==> src/rtl/muldiv_sched_if.sv <==
// rtl/muldiv_sched_if.sv - scheduler-to-unit bus for the multiplier and iterative divider
// master = muldiv_sched, slave = multiply/divide units.
interface muldiv_sched_if;
    logic [31:0] op_a;
    logic [31:0] op_b;
    logic        op_signed;
    logic        mult_start;
    logic [63:0] mult_result;
    logic        div_start;
    logic        div_ready;
    logic [63:0] div_result;
    logic        div_annul;

    modport master (
        output op_a, op_b, op_signed, mult_start, div_start, div_annul,
        input  mult_result, div_ready, div_result
    );

    modport slave (
        input  op_a, op_b, op_signed, mult_start, div_start, div_annul,
        output mult_result, div_ready, div_result
    );
endinterface

==> src/rtl/muldiv_sched.sv <==
// rtl/muldiv_sched.sv - EX-stage multiply/divide sequencer with stall and HI/LO write control
// Optional MULDIV_DIVZERO_BYPASS_EN: divide-by-zero completes without using the divider.
module muldiv_sched #(
    parameter int MULT_LAT = 2
) (
    input  logic                  clk,
    input  logic                  rst,
    input  logic                  ex_op_valid,
    input  logic                  ex_is_div,
    input  logic                  ex_signed,
    input  logic [31:0]           ex_src_a,
    input  logic [31:0]           ex_src_b,
    input  logic                  ex_flush,
    input  logic                  ex_hold,
    muldiv_sched_if.master        mdu,
    output logic                  mdu_stall,
    output logic                  hilo_we,
    output logic [63:0]           hilo_wdata
);
    localparam logic [1:0] S_IDLE  = 2'd0;
    localparam logic [1:0] S_MBUSY = 2'd1;
    localparam logic [1:0] S_DBUSY = 2'd2;
    localparam logic [1:0] S_DONE  = 2'd3;
    localparam logic [3:0] LAT     = 4'(MULT_LAT);

    logic [1:0]  state, state_nxt;
    logic [3:0]  count;
    logic [31:0] op_a_q, op_b_q;
    logic        op_signed_q;
    logic        annul_q;
    logic        accept;
    logic        div_zero;
    logic        stall_c;

    assign accept = (state == S_IDLE) & ex_op_valid & ~ex_flush;

`ifdef MULDIV_DIVZERO_BYPASS_EN
    assign div_zero = ex_is_div & (ex_src_b == 32'd0);
`else
    assign div_zero = 1'b0;
`endif

    always_comb begin
        state_nxt = state;
        case (state)
            S_IDLE: begin
                if (accept) begin
                    if (div_zero)
                        state_nxt = S_DONE;
                    else if (ex_is_div)
                        state_nxt = S_DBUSY;
                    else
                        state_nxt = S_MBUSY;
                end
            end
            // Flush wins over counter expiry and div_ready in the same cycle.
            S_MBUSY: begin
                if (ex_flush)
                    state_nxt = S_IDLE;
                else if (count == 4'd1)
                    state_nxt = S_DONE;
            end
            S_DBUSY: begin
                if (ex_flush)
                    state_nxt = S_IDLE;
                else if (mdu.div_ready)
                    state_nxt = S_DONE;
            end
            S_DONE: begin
                if (ex_flush || !ex_hold)
                    state_nxt = S_IDLE;
            end
            default: state_nxt = S_IDLE;
        endcase
    end

    always_ff @(posedge clk or posedge rst) begin
        if (rst) begin
            state       <= S_IDLE;
            count       <= 4'd0;
            op_a_q      <= 32'd0;
            op_b_q      <= 32'd0;
            op_signed_q <= 1'b0;
            annul_q     <= 1'b0;
            hilo_wdata  <= 64'd0;
        end else begin
            state   <= state_nxt;
            annul_q <= (state == S_DBUSY) & ex_flush;
            if (accept) begin
                op_a_q      <= ex_src_a;
                op_b_q      <= ex_src_b;
                op_signed_q <= ex_signed;
                count       <= LAT;
                if (div_zero)
                    hilo_wdata <= {ex_src_a, 32'hFFFF_FFFF};
            end
            if (state == S_MBUSY) begin
                count <= count - 4'd1;
                if (!ex_flush && count == 4'd1)
                    hilo_wdata <= mdu.mult_result;
            end
            if (state == S_DBUSY && !ex_flush && mdu.div_ready)
                hilo_wdata <= mdu.div_result;
        end
    end

    always_comb begin
        stall_c = 1'b0;
        case (state)
            S_IDLE:  stall_c = accept;
            S_MBUSY: stall_c = 1'b1;
            S_DBUSY: stall_c = 1'b1;
            default: stall_c = 1'b0;
        endcase
    end

    // Gated by rst so the stall request drops the instant reset is applied.
    assign mdu_stall      = stall_c & ~rst;
    assign hilo_we        = (state == S_DONE) & ~ex_hold & ~ex_flush;
    assign mdu.op_a       = op_a_q;
    assign mdu.op_b       = op_b_q;
    assign mdu.op_signed  = op_signed_q;
    assign mdu.mult_start = (state == S_MBUSY) & (count == LAT);
    assign mdu.div_start  = (state == S_DBUSY) & ~mdu.div_ready;
    assign mdu.div_annul  = annul_q;
endmodule

==> src/flat_wrapper.sv <==
// flat-port wrapper written by rule: the top's interface ports become plain ports
module muldiv_sched_flat 
#(
    parameter int MULT_LAT = 2
)
  (clk, rst, ex_op_valid, ex_is_div, ex_signed, ex_src_a, ex_src_b, ex_flush, ex_hold, mdu_stall, hilo_we, hilo_wdata, mdu_op_a, mdu_op_b, mdu_op_signed, mdu_mult_start, mdu_div_start, mdu_div_annul, mdu_mult_result, mdu_div_ready, mdu_div_result);
  muldiv_sched_if mdu_i ();
  input  logic clk;
  input  logic rst;
  input  logic ex_op_valid;
  input  logic ex_is_div;
  input  logic ex_signed;
  input  logic [31:0] ex_src_a;
  input  logic [31:0] ex_src_b;
  input  logic ex_flush;
  input  logic ex_hold;
  output logic mdu_stall;
  output logic hilo_we;
  output logic [63:0] hilo_wdata;
  output wire logic [$bits(mdu_i.op_a)-1:0] mdu_op_a;
  output wire logic [$bits(mdu_i.op_b)-1:0] mdu_op_b;
  output wire logic [$bits(mdu_i.op_signed)-1:0] mdu_op_signed;
  output wire logic [$bits(mdu_i.mult_start)-1:0] mdu_mult_start;
  output wire logic [$bits(mdu_i.div_start)-1:0] mdu_div_start;
  output wire logic [$bits(mdu_i.div_annul)-1:0] mdu_div_annul;
  input wire logic [$bits(mdu_i.mult_result)-1:0] mdu_mult_result;
  input wire logic [$bits(mdu_i.div_ready)-1:0] mdu_div_ready;
  input wire logic [$bits(mdu_i.div_result)-1:0] mdu_div_result;
  assign mdu_op_a = mdu_i.op_a;
  assign mdu_op_b = mdu_i.op_b;
  assign mdu_op_signed = mdu_i.op_signed;
  assign mdu_mult_start = mdu_i.mult_start;
  assign mdu_div_start = mdu_i.div_start;
  assign mdu_div_annul = mdu_i.div_annul;
  assign mdu_i.mult_result = mdu_mult_result;
  assign mdu_i.div_ready = mdu_div_ready;
  assign mdu_i.div_result = mdu_div_result;
  muldiv_sched #(.MULT_LAT(MULT_LAT)) u_core (.clk(clk), .rst(rst), .ex_op_valid(ex_op_valid), .ex_is_div(ex_is_div), .ex_signed(ex_signed), .ex_src_a(ex_src_a), .ex_src_b(ex_src_b), .ex_flush(ex_flush), .ex_hold(ex_hold), .mdu(mdu_i), .mdu_stall(mdu_stall), .hilo_we(hilo_we), .hilo_wdata(hilo_wdata));
endmodule
==> config.mk <==
export PLATFORM = sky130hd
export DESIGN_NAME = muldiv_sched_flat
export DESIGN_NICKNAME = d
export VERILOG_FILES = /design/src/rtl/muldiv_sched_if.sv /design/src/rtl/muldiv_sched.sv /design/src/flat_wrapper.sv
export SDC_FILE = /design/constraint.sdc
export NUM_CORES = 1
export LEC_CHECK = 0
export BUFFER_PORTS_ARGS = -buffer_cell sky130_fd_sc_hd__buf_2
export CAP_MARGIN = 40
export CORE_AREA = 2 2 129 131
export CTS_BUF_LIST = sky130_fd_sc_hd__clkbuf_16
export DETAILED_ROUTE_END_ITERATION = 10
export DIE_AREA = 0 0 131 133
export GPL_ROUTABILITY_DRIVEN = 0
export PLACE_DENSITY = 0.78
export SLEW_MARGIN = 20
export SYNTH_ARGS = -nofsm -noshare
export SYNTH_HDL_FRONTEND = slang
export SYNTH_SLANG_ARGS = --single-unit
==> constraint.sdc <==
create_clock -name clk -period 5 [get_ports clk]
set_clock_uncertainty 0.15 [all_clocks]
set_input_delay 1 -clock clk [delete_from_list [all_inputs] [get_ports clk]]
set_output_delay 1 -clock clk [all_outputs]
set_load 0.02 [all_outputs]
==> flow_summary.yaml <==
finish:
  area_growth_pct: 40.1
  n_antenna_cell: 0
  final_cell_count_no_fill: 1165
  num-nets-final: 1141
  drive_above_1_share: 0.400
  fillCellCount: 1494
cts:
  clk-insertion-delay-late_ns: 0.41
  postCtsHoldBufs: 0
  clock_sinks: 136
  cts_tree: "built"
  numCtsBuffers: 17
  h-tree-depth: 4
  cts_buffer_depth: 2
  path_clk_slew_ns: 0.06
  cts-root-buf: "clkbuf_16"
  cts_setup_buffers: 0
  post_cts_resized: 0
critical_path:
  regToRegEndpoint: "u_core.hilo_wdata[4]$_DFFE_PP0P_"
  crit_type: "flop to primary output"
  reg2regPathDepth: 7
  end_kind: "primary output"
  rrSetupSlack_ns: 2.52
  critPathLaunchType: "flop"
  path_max_fanout: 9
  r2r_start: "u_core.state[1]$_DFFE_PP0P_"
  required_ns: 3.85
  critical_path_arrival_ns: 1.81
worst_hold_path:
  whs_endpoint: "u_core.mdu.op_a[3]$_DFFE_PP0P_"
  min_from: "u_core.mdu.op_a[3]$_DFFE_PP0P_"
  min_path_cells: 2
  hold_path_class: "flop to flop"
die:
  coreArea_um2: 16200
  start_util: 0.370
  die_area_um2: 17400
  die_x_um: 131
  die_y_um: 133
  fp-row-count: 47
  ios: 334
drt:
  drt_iter0_markers: 201
  routed_wl_mm: 16.6
  remaining_drc_errors: 0
  via_count: 5307
  drt.antenna.violating_nets: 0
  routed_via_density: 4.56
  dr.pass1.iters: 5
  wire_per_inst_um: 14.2
yosys:
  synthTopCellsByCount: "nand2_1, dfrtp_1, a21oi_1"
  yosysTopAreaCell: "dfrtp_1"
  ys_async_sr_fraction: 1.00
  synth-edff-count: 0
  syn-num-nets: 819
  synth.ff_latch_count: 136
  yosysSeqAreaShare: 0.569
  mappedNetlistArea_um2: 5980
  yosysWarnings: 0
  synth_top_area_share: 0.569
  synthCells: 610
  yosys-top-cells-area: "dfrtp_1, nand2_1, mux2i_1"
  synth.distinct_cells: 26
  yosys_most_used_dff: "dfrtp_1"
  yosysMostFrequentCell: "nand2_1"
  syn_area_per_cell_um2: 9.81
timing:
  fin_crit_ns: 2.96
  tns_ns: 0
  max_freq_ghz: 0.337
  slew_violations: 0
  worst_pin_slew_ns: 0.687
  period_share: 0.593
  setup_slack_ns: 2.04
  final-hold-violation-count: 0
  relSlewSlack: 0.542
  setup_viol: 0
  fin_hold_ws_ns: 0.315
  rsz0062_at_grt: "false"
place:
  dpl.hpwl_mm: 12.1
  placed_cells: 1132
  detailedPlace.worstSlack_ns: 2.10
  io_buffers: 333
global_route:
  antenna_found_initial: 1
  grt_pass1_vias: 5173
  grt.overflow.total: 0
  grt_max_degree: 97
  grt_usage: 0.187
  grt_first_pass_wirelength_mm: 25.3
run_status:
  outcome: "complete, no violations"
pwr:
  powerDensity_nw_per_um2: 648
  vdd_drop_max_uv: 383
  p_leak_nw: 4.38
run:
  drv_cap: 0
-- power by group --
group | total, W | switching [W] | internal, W
registers | 0.00192 | 0.000290 | 0.00163
clock network | 0.00133 | 0.000489 | 0.000838
logic | 0.00218 | 0.00139 | 0.000797
-- metrics by stage --
step                instance area, µm²  total power (W)   util
finish                            8380          0.00543  0.518
global route                      8380          0.00581  0.518
CTS                               8360          0.00550  0.517
detailed placement                7740          0.00414  0.478
global placement                  7740          0.00407  0.478
floorplan                         5980          0.00333      -
-- registers in the layout (all words and copies together), names as in the netlist --
name,count
u_core.state,2
u_core.mdu.op_a,32
u_core.mdu.div_annul,1
u_core.mdu.op_b,32
u_core.count,4
u_core.mdu.op_signed,1
u_core.hilo_wdata,64
-- worst max-delay path, stage by stage (launching register included) --
cell	delay, ns
dfrtp_1	0.41
inv_1	0.14
ha_1	0.38
nand2b_4	0.11
nor3b_1	0.18
buf_2	0.19
-- layout make-up --
type | instances | area [µm²] | share of cell area
tap | 220 | 275 | 0.0328
sequential | 136 | 3400 | 0.406
clock inverter | 15 | 201 | 0.0240
multi-input combinational | 428 | 2280 | 0.272
timing repair buffer | 341 | 1760 | 0.210
inverter | 8 | 35.0 | 0.00418
clock buffer | 17 | 425 | 0.0507
-- cell usage in the layout, fill, tap and decap left out, types with 2 or more instances in the layout --
cell type,count
clkinv_2,2
o21ai_0,3
nor3_1,2
inv_1,8
buf_2,333
nand2_1,196
nand3b_1,2
clkinvlp_4,2
ha_1,9
dfrtp_1,136
a21oi_1,69
inv_6,4
clkinv_4,3
nor3b_1,4
buf_4,5
clkbuf_16,17
nor2b_1,2
buf_12,3
bufinv_16,4
mux2i_1,66
nor2_1,66
-- routing by layer --
metal	vias to the layer above	global-route usage	share of wire
li1	2619	-	-
met1	2441	0.213	0.40
met2	224	0.323	0.50
met3	21	0.0671	0.088
met4	2	0.0615	0.015
met5	-	0	0.00097
-- cells by family (layout without fill, tap and decap cells) --
group                    Yosys count  count (layout)  share of synthesized area
adder cells (fa/ha/maj)            9               9                     0.0188
flip-flops                       136             136                      0.569
buffers and inverters             46             381                     0.0506
AO/OA/AOI/OAI                     74              74                     0.0631
AND/OR/NAND/NOR                  278             278                      0.186
multiplexers                      67              67                      0.112
-- worst max path at each step --
stage	startpoint	end	slack (ns)	depth (start not counted)
3_5_place_dp	ex_flush	mdu_stall	2.10	5
5_1_grt	u_core.state[1]$_DFFE_PP0P_	mdu_mult_start	1.87	5
3_3_place_gp	ex_flush	mdu_stall	2.10	5
4_1_cts	u_core.state[1]$_DFFE_PP0P_	mdu_mult_start	1.98	5
2_1_floorplan	rst	u_core.count[0]$_DFFE_PP0P_	0.21	1
6_report	u_core.state[1]$_DFFE_PP0P_	mdu_mult_start	2.04	5
Power figures use the tool's default switching activity.
